--- config.mk ---
export PLATFORM = sky130hd
export DESIGN_NAME = ser2par_ctrl
export DESIGN_NICKNAME = d
export VERILOG_FILES = /design/src/rtl/ser2par_ctrl.sv
export SDC_FILE = /design/constraint.sdc
export NUM_CORES = 1
export LEC_CHECK = 0
export BUFFER_PORTS_ARGS = -buffer_cell sky130_fd_sc_hd__buf_2
export CORE_MARGIN = 2
export CORE_UTILIZATION = 40
export DETAILED_ROUTE_END_ITERATION = 12
export PLACE_DENSITY = 0.61
export SLEW_MARGIN = 20
export SYNTH_ARGS = -nofsm -noshare
export SYNTH_HDL_FRONTEND = slang
export SYNTH_SLANG_ARGS = --single-unit
export TNS_END_PERCENT = 20
--- constraint.sdc ---
create_clock -name Clk -period 1.9 [get_ports Clk]
set_input_delay 0.38 -clock Clk [delete_from_list [all_inputs] [get_ports Clk]]
set_output_delay 0.38 -clock Clk [all_outputs]
set_load 0.01 [all_outputs]
--- src/rtl/ser2par_ctrl.sv ---
// ser2par_ctrl: serial-to-parallel converter with a 2-word output FIFO.
// Collects LSB-first serial bits qualified by SerDataEn into bitlen-wide
// words. A continuous SerDataEn run is one frame and may carry several
// back-to-back words. Completed words are queued for a ready/valid consumer.
//
// Ports:
//   Clk          rising-edge clock
//   Rst          asynchronous active-high reset
//   SerDataIn    serial data bit, sampled when SerDataEn=1
//   SerDataEn    serial bit qualifier / frame envelope
//   ParDataOut   head word of the output FIFO
//   ParDataValid FIFO not empty
//   ParDataReady consumer pops the head word when ParDataValid=1
//   FrameErr     one-cycle pulse: frame ended with a partial word
//   Overrun      one-cycle pulse: completed word dropped because FIFO full
//   Busy         high while a frame is being shifted in
module ser2par_ctrl #(
  parameter int unsigned bitlen = 8
) (
  input  logic              Clk,
  input  logic              Rst,
  input  logic              SerDataIn,
  input  logic              SerDataEn,
  output logic [bitlen-1:0] ParDataOut,
  output logic              ParDataValid,
  input  logic              ParDataReady,
  output logic              FrameErr,
  output logic              Overrun,
  output logic              Busy
);

  localparam int unsigned CntW = $clog2(bitlen);
  localparam logic [CntW-1:0] LastBit = CntW'(bitlen - 1);

  typedef enum logic {
    Idle  = 1'b0,
    Shift = 1'b1
  } stateT;

  stateT             state;
  logic [CntW-1:0]   bitCnt;
  logic [bitlen-1:0] shiftReg;
  logic [bitlen-1:0] tailWord;
  logic [1:0]        fifoCnt;

  logic              wordDoneC;
  logic [bitlen-1:0] doneWordC;
  logic              popC;

  // Word completion, the completed word as written to the FIFO, and pop.
  always_comb begin
    wordDoneC = (state == Shift) && SerDataEn && (bitCnt == LastBit);
    doneWordC = {SerDataIn, shiftReg[bitlen-2:0]};
    popC      = ParDataValid && ParDataReady;
  end

  // Shift FSM and 2-entry FIFO; ParDataOut is the head register itself.
  always_ff @(posedge Clk or posedge Rst) begin
    if (Rst) begin
      state        <= Idle;
      bitCnt       <= '0;
      shiftReg     <= '0;
      tailWord     <= '0;
      fifoCnt      <= 2'd0;
      ParDataOut   <= '0;
      ParDataValid <= 1'b0;
      FrameErr     <= 1'b0;
      Overrun      <= 1'b0;
      Busy         <= 1'b0;
    end else begin
      FrameErr <= 1'b0;
      Overrun  <= 1'b0;

      case (state)
        Idle: begin
          if (SerDataEn) begin
            // Word start: unsampled bits cleared so nothing stale leaks.
            shiftReg <= bitlen'(SerDataIn);
            bitCnt   <= CntW'(1);
            state    <= Shift;
            Busy     <= 1'b1;
          end
        end
        Shift: begin
          if (SerDataEn) begin
            if (bitCnt == '0) begin
              shiftReg <= bitlen'(SerDataIn);
            end else begin
              shiftReg[bitCnt] <= SerDataIn;
            end
            bitCnt <= wordDoneC ? '0 : bitCnt + CntW'(1);
          end else begin
            if (bitCnt != '0) begin
              FrameErr <= 1'b1;
            end
            bitCnt <= '0;
            state  <= Idle;
            Busy   <= 1'b0;
          end
        end
        default: begin
          state <= Idle;
          Busy  <= 1'b0;
        end
      endcase

      case (fifoCnt)
        2'd0: begin
          if (wordDoneC) begin
            ParDataOut   <= doneWordC;
            ParDataValid <= 1'b1;
            fifoCnt      <= 2'd1;
          end
        end
        2'd1: begin
          if (wordDoneC && popC) begin
            ParDataOut <= doneWordC;
          end else if (wordDoneC) begin
            tailWord <= doneWordC;
            fifoCnt  <= 2'd2;
          end else if (popC) begin
            ParDataValid <= 1'b0;
            fifoCnt      <= 2'd0;
          end
        end
        2'd2: begin
          if (popC) begin
            ParDataOut <= tailWord;
            if (wordDoneC) begin
              tailWord <= doneWordC;
            end else begin
              fifoCnt <= 2'd1;
            end
          end else if (wordDoneC) begin
            // Full and not draining: drop the new word, keep contents.
            Overrun <= 1'b1;
          end
        end
        default: begin
          fifoCnt      <= 2'd0;
          ParDataValid <= 1'b0;
        end
      endcase
    end
  end

endmodule
==> results of run 1 <==
state kept, by name (all words and copies together), names as in the netlist:
signal / flops
fifoCnt: 2
tailWord: 8
Busy: 1
state: 1
shiftReg: 7
ParDataOut: 8
ParDataValid: 1
Overrun: 1
bitCnt: 3
FrameErr: 1
stage by stage:
step	area, um^2	setup slack (ns)	instances	total power, mW
CTS	1840	0.177	219	1.38
global placement	1750	0.217	211	0.878
detailed placement	1750	0.141	211	0.882
finish	1840	0.190	219	1.36
global route	1840	0.0275	219	1.45
floorplan	1580	0.180	142	0.832
synth_stat cells, types with 2 or more instances:
cell type,number,share of area (%)
nor2b_1,3,1.2
nand3_1,11,3.5
nand3b_1,2,0.95
mux2i_1,8,5.1
nand4_1,2,0.79
dfrtp_1,33,52
nand2_1,20,4.7
inv_1,5,1.2
mux2_2,11,7.8
buf_6,2,1.4
a21oi_1,3,0.95
o21ai_0,17,5.4
nor2_1,4,0.95
nor3_1,2,0.63
ha_1,6,4.7
o21ai_2,2,1.1
area by class of cell:
class | instances | area (um^2) | area share [%]
clock buffers | 6 | 72.6 | 3.95
clock inverters | 2 | 10.0 | 0.545
inverters | 5 | 18.8 | 1.02
multi-input cells | 102 | 716 | 39.0
flip-flops and latches | 33 | 826 | 45.0
well taps | 48 | 60.1 | 3.27
repair buffers | 23 | 133 | 7.23
layer usage:
layer | up-vias | share of wire, %
met2 | 24 | 47
met3 | 2 | 4.0
li1 | 557 | -
met1 | 500 | 49
met5 | - | 0
met4 | 0 | 0.22
worst max-delay path, stage by stage (launching register included):
cell,delay (ns)
dfrtp_1,0.44
inv_1,0.13
ha_1,0.28
nor2_1,0.20
o21ai_2,0.14
nand2_1,0.09
mux2_2,0.32
final timing paths:
check / from / end / slack [ns] / depth (start not counted)
max in group asynchronous: Rst / state$_DFF_PP0_ / 1.42 / 3
min: Rst / ParDataOut[6]$_DFFE_PP0P_ / 0.18 / 3
min reg2reg: ParDataOut[6]$_DFFE_PP0P_ / ParDataOut[6]$_DFFE_PP0P_ / 0.48 / 2
min in group Clk: SerDataEn / state$_DFF_PP0_ / 0.30 / 1
max: state$_DFF_PP0_ / shiftReg[0]$_DFFE_PP0P_ / 0.19 / 6
max reg2reg: state$_DFF_PP0_ / shiftReg[0]$_DFFE_PP0P_ / 0.19 / 6
cell families after synthesis:
logic type,Yosys count
and+or+nand+nor,50
DFF,33
muxes,19
adders and majority gates,6
buffers and inverters,7
AOI/OAI and AO/OA,27
power groups by stage:
stage	clock, mW	combinational, mW	sequential, mW
after floorplan	0	0.0764	0.755
after global placement	0	0.128	0.750
after detailed placement	0	0.132	0.751
after CTS	0.514	0.132	0.738
after global routing	0.557	0.149	0.740
final	0.495	0.130	0.738
==> results by group, run 1 <==
Route
  – Final WL: 2750 um
  – Total number of vias: 1083
  – WL per Instance: 12.5 um
  – # DRC: 0
  – DR pass1 iterations: 4
  – DRT iter0 DRCs: 62
  – Vias per inst: 4.95
  – Post-route ant nets: 0

Critical path
  – Crit end category: flop
  – Required @ worst endpoint: 2.06 ns
  – CP arrival: 1.87 ns
  – Critical path class: flop to flop
  – Worst-path fanout max: 7
  – CP startpoint kind: flop

Floorplan
  – Core Area: 0.00374 mm^2
  – Die W: 66.9 um
  – DIE AREA: 0.00448 mm^2
  – # rows: 22
  – Ports: 17
  – Die span in y: 66.9 um
  – Starting density of the core: 42.3%

Power
  – NetSw: 0.332 mW
  – Clock power frac: 36.3%
  – Pwr dens: 742 mW/mm^2
  – VDD IR max: 0.000396 V
  – Seq pwr share: 54.1%
  – Pleak: 0.859 nW
  – Combinational cell fraction of total power: 9.5%
  – Switching Share: 24.4%
  – Internal: 1.03 mW

STA
  – Min cycle time layout: 1.71 ns
  – Fmax: 585 MHz
  – Clk_skew: 0.00552 ns
  – RSZ-0062 raised after global routing: false
  – Max-slew violations: 0
  – Rel. slew slack: 72.3%
  – Hold Fails Final Rpt: 0
  – WHS: 0.177 ns
  – Final Cycle Share: 90.0%
  – Worst slew pin tran: 0.415 ns
  – Final setup fails: 0
  – Setup TNS: 0 ns

Yosys
  – Ys async rst share: 100%
  – Gate count of the mapped netlist: 142
  – Synthesized net count: 153
  – Number of flops mapped to enable cells by yosys: 0
  – Synth Area in XOR/XNOR: 0%
  – Multiplexer share of the synthesized area: 12.9%
  – Largest family of logic cells by synthesized area: simple AND/OR/NAND/NOR gates
  – Simple-gate share of the synthesized area: 16.8%
  – Post-Synth Adder-Cell Area: 4.74%
  – Average size of a mapped cell: 11.1 um^2
  – Post-synthesis compound-gate area fraction: 10.8%
  – #FFs+latches synth: 33
  – Post-Syn Area: 0.00158 mm^2
  – Predominant post-synthesis flop cell: dfrtp_1
  – Register area share after synthesis: 52.2%
  – YS warnings: 0
  – Cell variety after synth: 27

Cells and area
  – Final core utilization: 49.0%
  – Share of cells above drive strength 1: 29.2%
  – Ant. Diodes: 0
  – Synthesis-to-layout area growth: 16.0%
  – Layout Nets: 181
  – Commonest non-fill, non-tap cell in the layout: dfrtp_1
  – Fill count: 353
  – Most frequent cells in the layout: dfrtp_1, nand2_1, o21ai_0, buf_2

Status
  – Outcome: complete, no violations

GRT
  – GR Util met1: 17.3%
  – First-pass GRT wire length: 4770 um
  – Initial antenna violation count: 0
  – Grt total ovfl: 0
  – GR Util met3: 5.07%
  – Layer with the highest usage: met2
  – Largest net degree at the start of global routing: 34
  – Gr usage total: 14.5%
  – GR Layer Usage met2: 24.6%
  – Vias in the first global route: 1046

CTS
  – Longest Clk Path Bufs: 2
  – TritonCTS clock tree: yes
  – # resized after CTS: 0
  – Clock root cell: clkbuf_8
  – Sink Count: 33
  – TritonCTS buffer count: 5
  – Setup bufs post-CTS: 0
  – Worst skew pair latency: 0.28 ns
  – Clock slew at reported path FFs: 0.07 ns
  – H-tree Lvls: 2
  – CTS Hold Bufs: 0

Hold path
  – Worst min-delay path class: input pin to asynchronous set/reset pin

Placed design
  – Placer Congestion: 0.798
  – Hpwl dp: 2040 um
  – I/O Buffers: 16

Job
  – Total of max-cap violations: 0
No activity file was read; power rests on OpenSTA's default activity.
==> run 2, diff against run 1 <==
--- a/config.mk
+++ b/config.mk
@@ -5,6 +5,7 @@
 export SDC_FILE = /design/constraint.sdc
 export NUM_CORES = 1
 export LEC_CHECK = 0
+export ABC_AREA = 1
 export BUFFER_PORTS_ARGS = -buffer_cell sky130_fd_sc_hd__buf_2
 export CORE_MARGIN = 2
 export CORE_UTILIZATION = 40
==> results by group, run 2 <==
Status
  – Outcome: complete, no violations

Cells and area
  – Fin cells: 269 (+23%)
  – Most frequent cells in the layout: nand2_1, dfrtp_1, nand3_1, inv_1, buf_2
  – Ant. Diodes: 0 (unchanged)
  – Share of cells above drive strength 1: 16.4% (-13 points)
  – Synthesis-to-layout area growth: 15.5%
  – Design Area, Final: 0.00186 mm^2 (+1.5%)
  – Commonest non-fill, non-tap cell in the layout: nand2_1
  – Largest regs: ParDataOut x8, tailWord x8, shiftReg x7
  – Layout Nets: 229 (+27%)
  – Final core utilization: 47.3% (-1.8 points)

Hold path
  – Worst min-delay path class: input pin to asynchronous set/reset pin

Floorplan
  – DIE AREA: 0.00456 mm^2 (+1.8%)
  – Starting density of the core: 40.9% (-1.4 points)
  – Die span in y: 67.5 um (+0.88%)
  – Core Area: 0.00394 mm^2 (+5.3%)
  – Ports: 17 (unchanged)
  – Die W: 67.5 um (+0.88%)
  – # rows: 23 (+4.5%)

Yosys
  – Largest family of logic cells by synthesized area: simple AND/OR/NAND/NOR gates
  – Area leader, netlist: dfrtp_1
  – Synthesized net count: 205 (+34%)
  – Post-synth top area share: 51.2% (-0.97 points)
  – Gate count of the mapped netlist: 194 (+37%)
  – Post-synthesis compound-gate area fraction: 4.65% (-6.1 points)
  – YS warnings: 0 (unchanged)
  – Ys async rst share: 100% (unchanged)
  – Post-Synth Adder-Cell Area: 4.65% (-0.088 points)
  – Count leader, synth: nand2_1
  – Simple-gate share of the synthesized area: 34.1% (+17 points)
  – Post-Syn Area: 0.00161 mm^2 (+1.9%)
  – Multiplexer share of the synthesized area: 0% (-13 points)
  – Number of flops mapped to enable cells by yosys: 0 (unchanged)
  – Cell variety after synth: 21 (-22%)
  – Area contributors post-synth: dfrtp_1, nand2_1, nand3_1
  – #FFs+latches synth: 33 (unchanged)
  – Register area share after synthesis: 51.2% (-0.97 points)
  – Synth cell count leaders: nand2_1, dfrtp_1, nand3_1
  – Predominant post-synthesis flop cell: dfrtp_1
  – Synth Area in XOR/XNOR: 0% (unchanged)
  – Average size of a mapped cell: 8.31 um^2 (-25%)

STA
  – Max-slew violations: 0 (unchanged)
  – Fmax: 629 MHz (+7.5%)
  – Rel. slew slack: 69.5% (-2.8 points)
  – Final setup margin: 0.309 ns (+0.120 ns)
  – Final setup fails: 0 (unchanged)
  – Min cycle time layout: 1.59 ns (-0.120 ns)
  – Final Cycle Share: 83.7% (-6.3 points)
  – Worst slew pin tran: 0.453 ns (+0.0379 ns)
  – Hold Fails Final Rpt: 0 (unchanged)
  – WHS: 0.174 ns (-0.00297 ns)
  – Clk_skew: 0.00383 ns (-0.00169 ns)
  – RSZ-0062 raised after global routing: false
  – Setup TNS: 0 ns (unchanged)

Critical path
  – CP max stage delay: 0.44 ns (about the same)
  – CP arrival: 1.77 ns (-0.10 ns)
  – Critical path class: flop to flop
  – Reg-to-Reg Start: bitCnt[0]$_DFFE_PP0N_
  – CP bufs+invs: 1 (unchanged)
  – Crit end category: flop
  – Required @ worst endpoint: 2.08 ns (+0.02 ns)
  – Slowest CP cell: dfrtp_1
  – CP dominant cell by count: nand2_1
  – Top Family by Delay on Critical Path: simple AND/OR/NAND/NOR gates
  – Worst-path fanout max: 10 (+3)
  – Crit path from: bitCnt[0]$_DFFE_PP0N_
  – Cell chain of the critical path: ha_1 > ha_1 > nand2_1 > inv_1 > nand3_4 > nand2_4 > nand2_1 > nand2_1
  – CP startpoint kind: flop
  – R2r setup slk: 0.31 ns (+0.12 ns)

CTS
  – Clock root cell: clkbuf_8
  – Longest Clk Path Bufs: 2 (unchanged)
  – Sink Count: 33 (unchanged)
  – H-tree Lvls: 2 (unchanged)
  – Setup bufs post-CTS: 0 (unchanged)
  – TritonCTS clock tree: yes
  – Clock slew at reported path FFs: 0.07 ns (about the same)
  – Worst skew pair latency: 0.29 ns (about the same)
  – TritonCTS buffer count: 5 (unchanged)

Power
  – Tot Pwr: 1.46 mW (+7.3%)
  – Pwr dens: 785 mW/mm^2 (+5.7%)
  – VDD IR max: 0.000393 V (-0.67%)
  – Pleak: 1.04 nW (+21%)

Placed design
  – Placer Congestion: 0.850 (+6.4%)
  – DP Worst Slack: 0.140 ns (-0.00127 ns)
  – Dpl cell area: 0.00176 mm^2 (+0.36%)
  – I/O Buffers: 16 (unchanged)
  – Hpwl dp: 2200 um (+8.1%)
  – Dpl cells: 261 (+24%)

GRT
  – Gr usage total: 15.7% (+1.2 points)
  – Grt total ovfl: 0 (unchanged)
  – Vias in the first global route: 1105 (+5.6%)
  – Largest net degree at the start of global routing: 34 (unchanged)
  – Initial antenna violation count: 0 (unchanged)
  – First-pass GRT wire length: 5150 um (+7.8%)

Route
  – Total number of vias: 1256 (+16%)
  – Post-route ant nets: 0 (unchanged)
  – # DRC: 0 (unchanged)
  – WL per Instance: 11.3 um (-10%)
  – DRT iter0 DRCs: 59 (-4.8%)
  – Vias per inst: 4.67 (-5.6%)
  – Final WL: 3030 um (+10%)
  – DR pass1 iterations: 4 (unchanged)

Job
  – Total of max-cap violations: 0 (unchanged)
run 2: power by group:
part           switching [mW]  leakage (nW)  internal [mW]  total, mW
Combinational          0.0869         0.538         0.0439      0.131
Sequential             0.0211         0.443          0.727      0.748
Clock                   0.257        0.0542          0.327      0.584
run 2: kinds of logic after synthesis:
group                      Yosys count
buffers and inverters               19
and+or+nand+nor                    123
AOI/OAI and AO/OA                   13
adders and majority gates            6
DFF                                 33
run 2: area by class of cell:
type	instances	area (um^2)
multi-input combinational	142	703
clock buffer	7	96.3
clock inverter	1	5.00
sequential	33	826
tap	50	62.6
timing repair buffer	18	95.1
fill	397	2080
inverter	18	75.1
run 2: what timing repair did:
| action | CTS | global route |
|---|---|---|
| resized for setup | 0 | 1 |
| hold buffers | 0 | 0 |
| endpoints found under the setup margin | 0 | 3 |
run 2: path summary, 6_finish.rpt:
| path | end | cells after the start |
|---|---|---|
| max in group asynchronous | shiftReg[4]$_DFFE_PP0P_ | 3 |
| min in group Clk | state$_DFF_PP0_ | 1 |
| setup / recovery | tailWord[7]$_DFFE_PP0P_ | 8 |
| hold / removal | fifoCnt[1]$_DFFE_PP0P_ | 3 |
| setup reg to reg | tailWord[7]$_DFFE_PP0P_ | 8 |
| hold reg to reg | ParDataOut[2]$_DFFE_PP0P_ | 2 |
run 2: routing by layer:
layer	vias up	track usage, %	wire (um)
met5	-	0	0
met4	0	6.89	53
met3	7	6.00	154
met2	30	23.5	1280
met1	551	20.0	1540
li1	668	-	-
run 2: tightest hold or removal path, stage by stage:
cell and delay [ns]:
buf_2 0.09, inv_1 0.04, buf_4 0.37
==> run 3, diff against run 2 <==
==> constraint.sdc (replaced) <==
create_clock -name Clk -period 1.3 [get_ports Clk]
set_input_delay 0.26 -clock Clk [delete_from_list [all_inputs] [get_ports Clk]]
set_output_delay 0.26 -clock Clk [all_outputs]
set_load 0.01 [all_outputs]
==> results by group, run 3 (synthesized netlist as in run 2, its figures left out) <==
Critical path
  – Cell chain of the critical path: buf_4 > inv_2 > ha_2 > nand2_2 > nand2_2 > nand2_4 > nand2_1 > nand2_1 > nand2_1 > inv_1
  – Worst-path fanout max: 8 (-2)
  – Slowest CP cell: dfrtp_1
  – Top Family by Delay on Critical Path: simple AND/OR/NAND/NOR gates
  – CP bufs+invs: 3 (+2)
  – CP startpoint kind: flop
  – Crit end category: flop
  – CP arrival: 1.50 ns (-0.27 ns)
  – R2r worst-path depth: 10 (+2)
  – CP max stage delay: 0.38 ns (-0.06 ns)
  – CP Depth: 10 (+2)
  – Critical path class: flop to flop
  – Required @ worst endpoint: 1.48 ns (-0.60 ns)
  – CP dominant cell by count: nand2_1

Placed design
  – Hpwl dp: 2330 um (+6.0%)
  – I/O Buffers: 16 (unchanged)
  – Dpl cell area: 0.00187 mm^2 (+6.4%)
  – Placer Congestion: 0.833 (-2.0%)

Cells and area
  – Synthesis-to-layout area growth: 30.8%
  – Largest regs: ParDataOut x8, tailWord x8, shiftReg x7
  – Share of cells above drive strength 1: 30.5% (+14 points)
  – Commonest non-fill, non-tap cell in the layout: nand2_1
  – Area of the multi-input gates: 862 um^2 (+23%)
  – Layout Nets: 244 (+6.6%)
  – Fill count: 365 (-8.1%)
  – Ant. Diodes: 0 (unchanged)
  – Design Area, Final: 0.00211 mm^2 (+13%)
  – Most frequent cells in the layout: nand2_1, dfrtp_1, nand3_1, buf_2, buf_4
  – Sequential cell area: 827 um^2 (+0.15%)

STA
  – Fmax: 753 MHz (+20%)
  – Final setup fails: 3 (+3)
  – WHS: 0.0469 ns (-0.128 ns)
  – Setup TNS: -0.0354 ns (-0.0354 ns)
  – Final setup margin: -0.0288 ns (-0.338 ns)
  – Rel. slew slack: 72.4% (+2.8 points)
  – Max-slew violations: 0 (unchanged)
  – Final Cycle Share: 102% (+18 points)
  – Min cycle time layout: 1.33 ns (-0.262 ns)
  – Worst slew pin tran: 0.414 ns (-0.0389 ns)
  – Clk_skew: 0.00477 ns (+0.000939 ns)
  – Hold Fails Final Rpt: 0 (unchanged)
  – RSZ-0062 raised after global routing: true

Job
  – Total of max-cap violations: 0 (unchanged)

Floorplan
  – Die W: 67.5 um (unchanged)
  – Starting density of the core: 40.9% (unchanged)
  – Core Area: 0.00394 mm^2 (unchanged)
  – # rows: 23 (unchanged)
  – Die span in y: 67.5 um (unchanged)
  – Ports: 17 (unchanged)
  – DIE AREA: 0.00456 mm^2 (unchanged)

Power
  – Switching Share: 25.7% (+0.80 points)
  – NetSw: 0.553 mW (+52%)
  – Internal: 1.60 mW (+46%)
  – Seq pwr share: 50.6% (-0.5 points)
  – Pleak: 1.08 nW (+4.5%)
  – VDD IR max: 0.000562 V (+43%)
  – Pwr dens: 1020 mW/mm^2 (+30%)
  – Clock power frac: 36.1% (-3.8 points)
  – Combinational cell fraction of total power: 13.3% (+4.4 points)

Status
  – Failing checks: setup timing
  – Outcome: complete, but fails checks

Route
  – Total number of vias: 1397 (+11%)
  – DRT iter0 DRCs: 98 (+66%)
  – Final WL: 3360 um (+11%)
  – WL per Instance: 11.9 um (+5.4%)
  – Post-route ant nets: 0 (unchanged)
  – DR pass1 iterations: 4 (unchanged)
  – # DRC: 0 (unchanged)
  – Vias per inst: 4.94 (+5.7%)

CTS
  – Longest Clk Path Bufs: 2 (unchanged)
  – CTS Hold Bufs: 0 (unchanged)
  – H-tree Lvls: 2 (unchanged)
  – TritonCTS clock tree: yes
  – TritonCTS buffer count: 5 (unchanged)
  – Sink Count: 33 (unchanged)
  – Clock slew at reported path FFs: 0.06 ns (about the same)
  – Worst skew pair latency: 0.28 ns (about the same)
  – Clock root cell: clkbuf_8

GRT
  – Vias in the first global route: 1340 (+21%)
  – Grt total ovfl: 0 (unchanged)
  – First-pass GRT wire length: 5980 um (+16%)
  – Gr usage total: 17.9% (+2.2 points)
  – GR Layer Usage met2: 29.9% (+6.4 points)
  – GR Util met3: 4.50% (-1.5 points)
  – Layer with the highest usage: met2
  – GR Util met1: 22.0% (+2.0 points)
  – Largest net degree at the start of global routing: 34 (unchanged)
  – Initial antenna violation count: 0 (unchanged)

Hold path
  – Worst min-delay path class: input pin to asynchronous set/reset pin
## run 3: repair_timing
action                                  in CTS  in global routing
resized for setup                           15                 15
cloned                                       3                  0
buffers inserted                             1                  0
pin swaps                                    6                  4
endpoints found under the setup margin      23                 29
## run 3: area by class of cell
cell class	count	area share, %
multi-input combinational	145	40.9
sequential	33	39.2
timing repair buffer	30	8.96
clock buffer	7	4.09
inverter	18	3.91
tap	50	2.97
## run 3: through the flow
step | util [%] | setup slack (ns) | instances | total power [mW]
after floorplan | - | -0.0358 | 194 | 1.25
after global placement | 47.5 | -0.0916 | 272 | 1.34
after detailed placement | 47.5 | -0.101 | 272 | 1.35
after CTS | 52.0 | -0.0126 | 283 | 2.15
after global routing | 53.5 | -0.131 | 283 | 2.28
final | 53.5 | -0.0288 | 283 | 2.15
## run 3: worst min-delay path: stages
cell and delay (ns):
buf_2 0.09, inv_1 0.04, buf_4 0.35
## run 3: layer usage
layer / vias to the layer above / routed length [um]
li1: 708 / -
met1: 650 / 1460
met5: - / 0
met2: 35 / 1690
met3: 4 / 163
met4: 0 / 37
## run 3: power groups by stage
stage | registers (mW) | logic (mW) | clock network (mW)
2_1_floorplan | 1.11 | 0.136 | 0
3_3_place_gp | 1.10 | 0.241 | 0
3_5_place_dp | 1.10 | 0.245 | 0
4_1_cts | 1.09 | 0.265 | 0.799
5_1_grt | 1.09 | 0.325 | 0.864
6_report | 1.09 | 0.287 | 0.776
## run 3: final timing paths
kind                       slack [ns]                         to                      start
max                             -0.03    shiftReg[0]$_DFFE_PP0P_      bitCnt[1]$_DFFE_PP0N_
min                              0.05         FrameErr$_DFF_PP0_                        Rst
max reg2reg                     -0.03    shiftReg[0]$_DFFE_PP0P_      bitCnt[1]$_DFFE_PP0N_
min reg2reg                      0.47  ParDataOut[5]$_DFFE_PP0P_  ParDataOut[5]$_DFFE_PP0P_
max in group asynchronous        0.94            state$_DFF_PP0_                        Rst
min in group Clk                 0.15            state$_DFF_PP0_                  SerDataEn
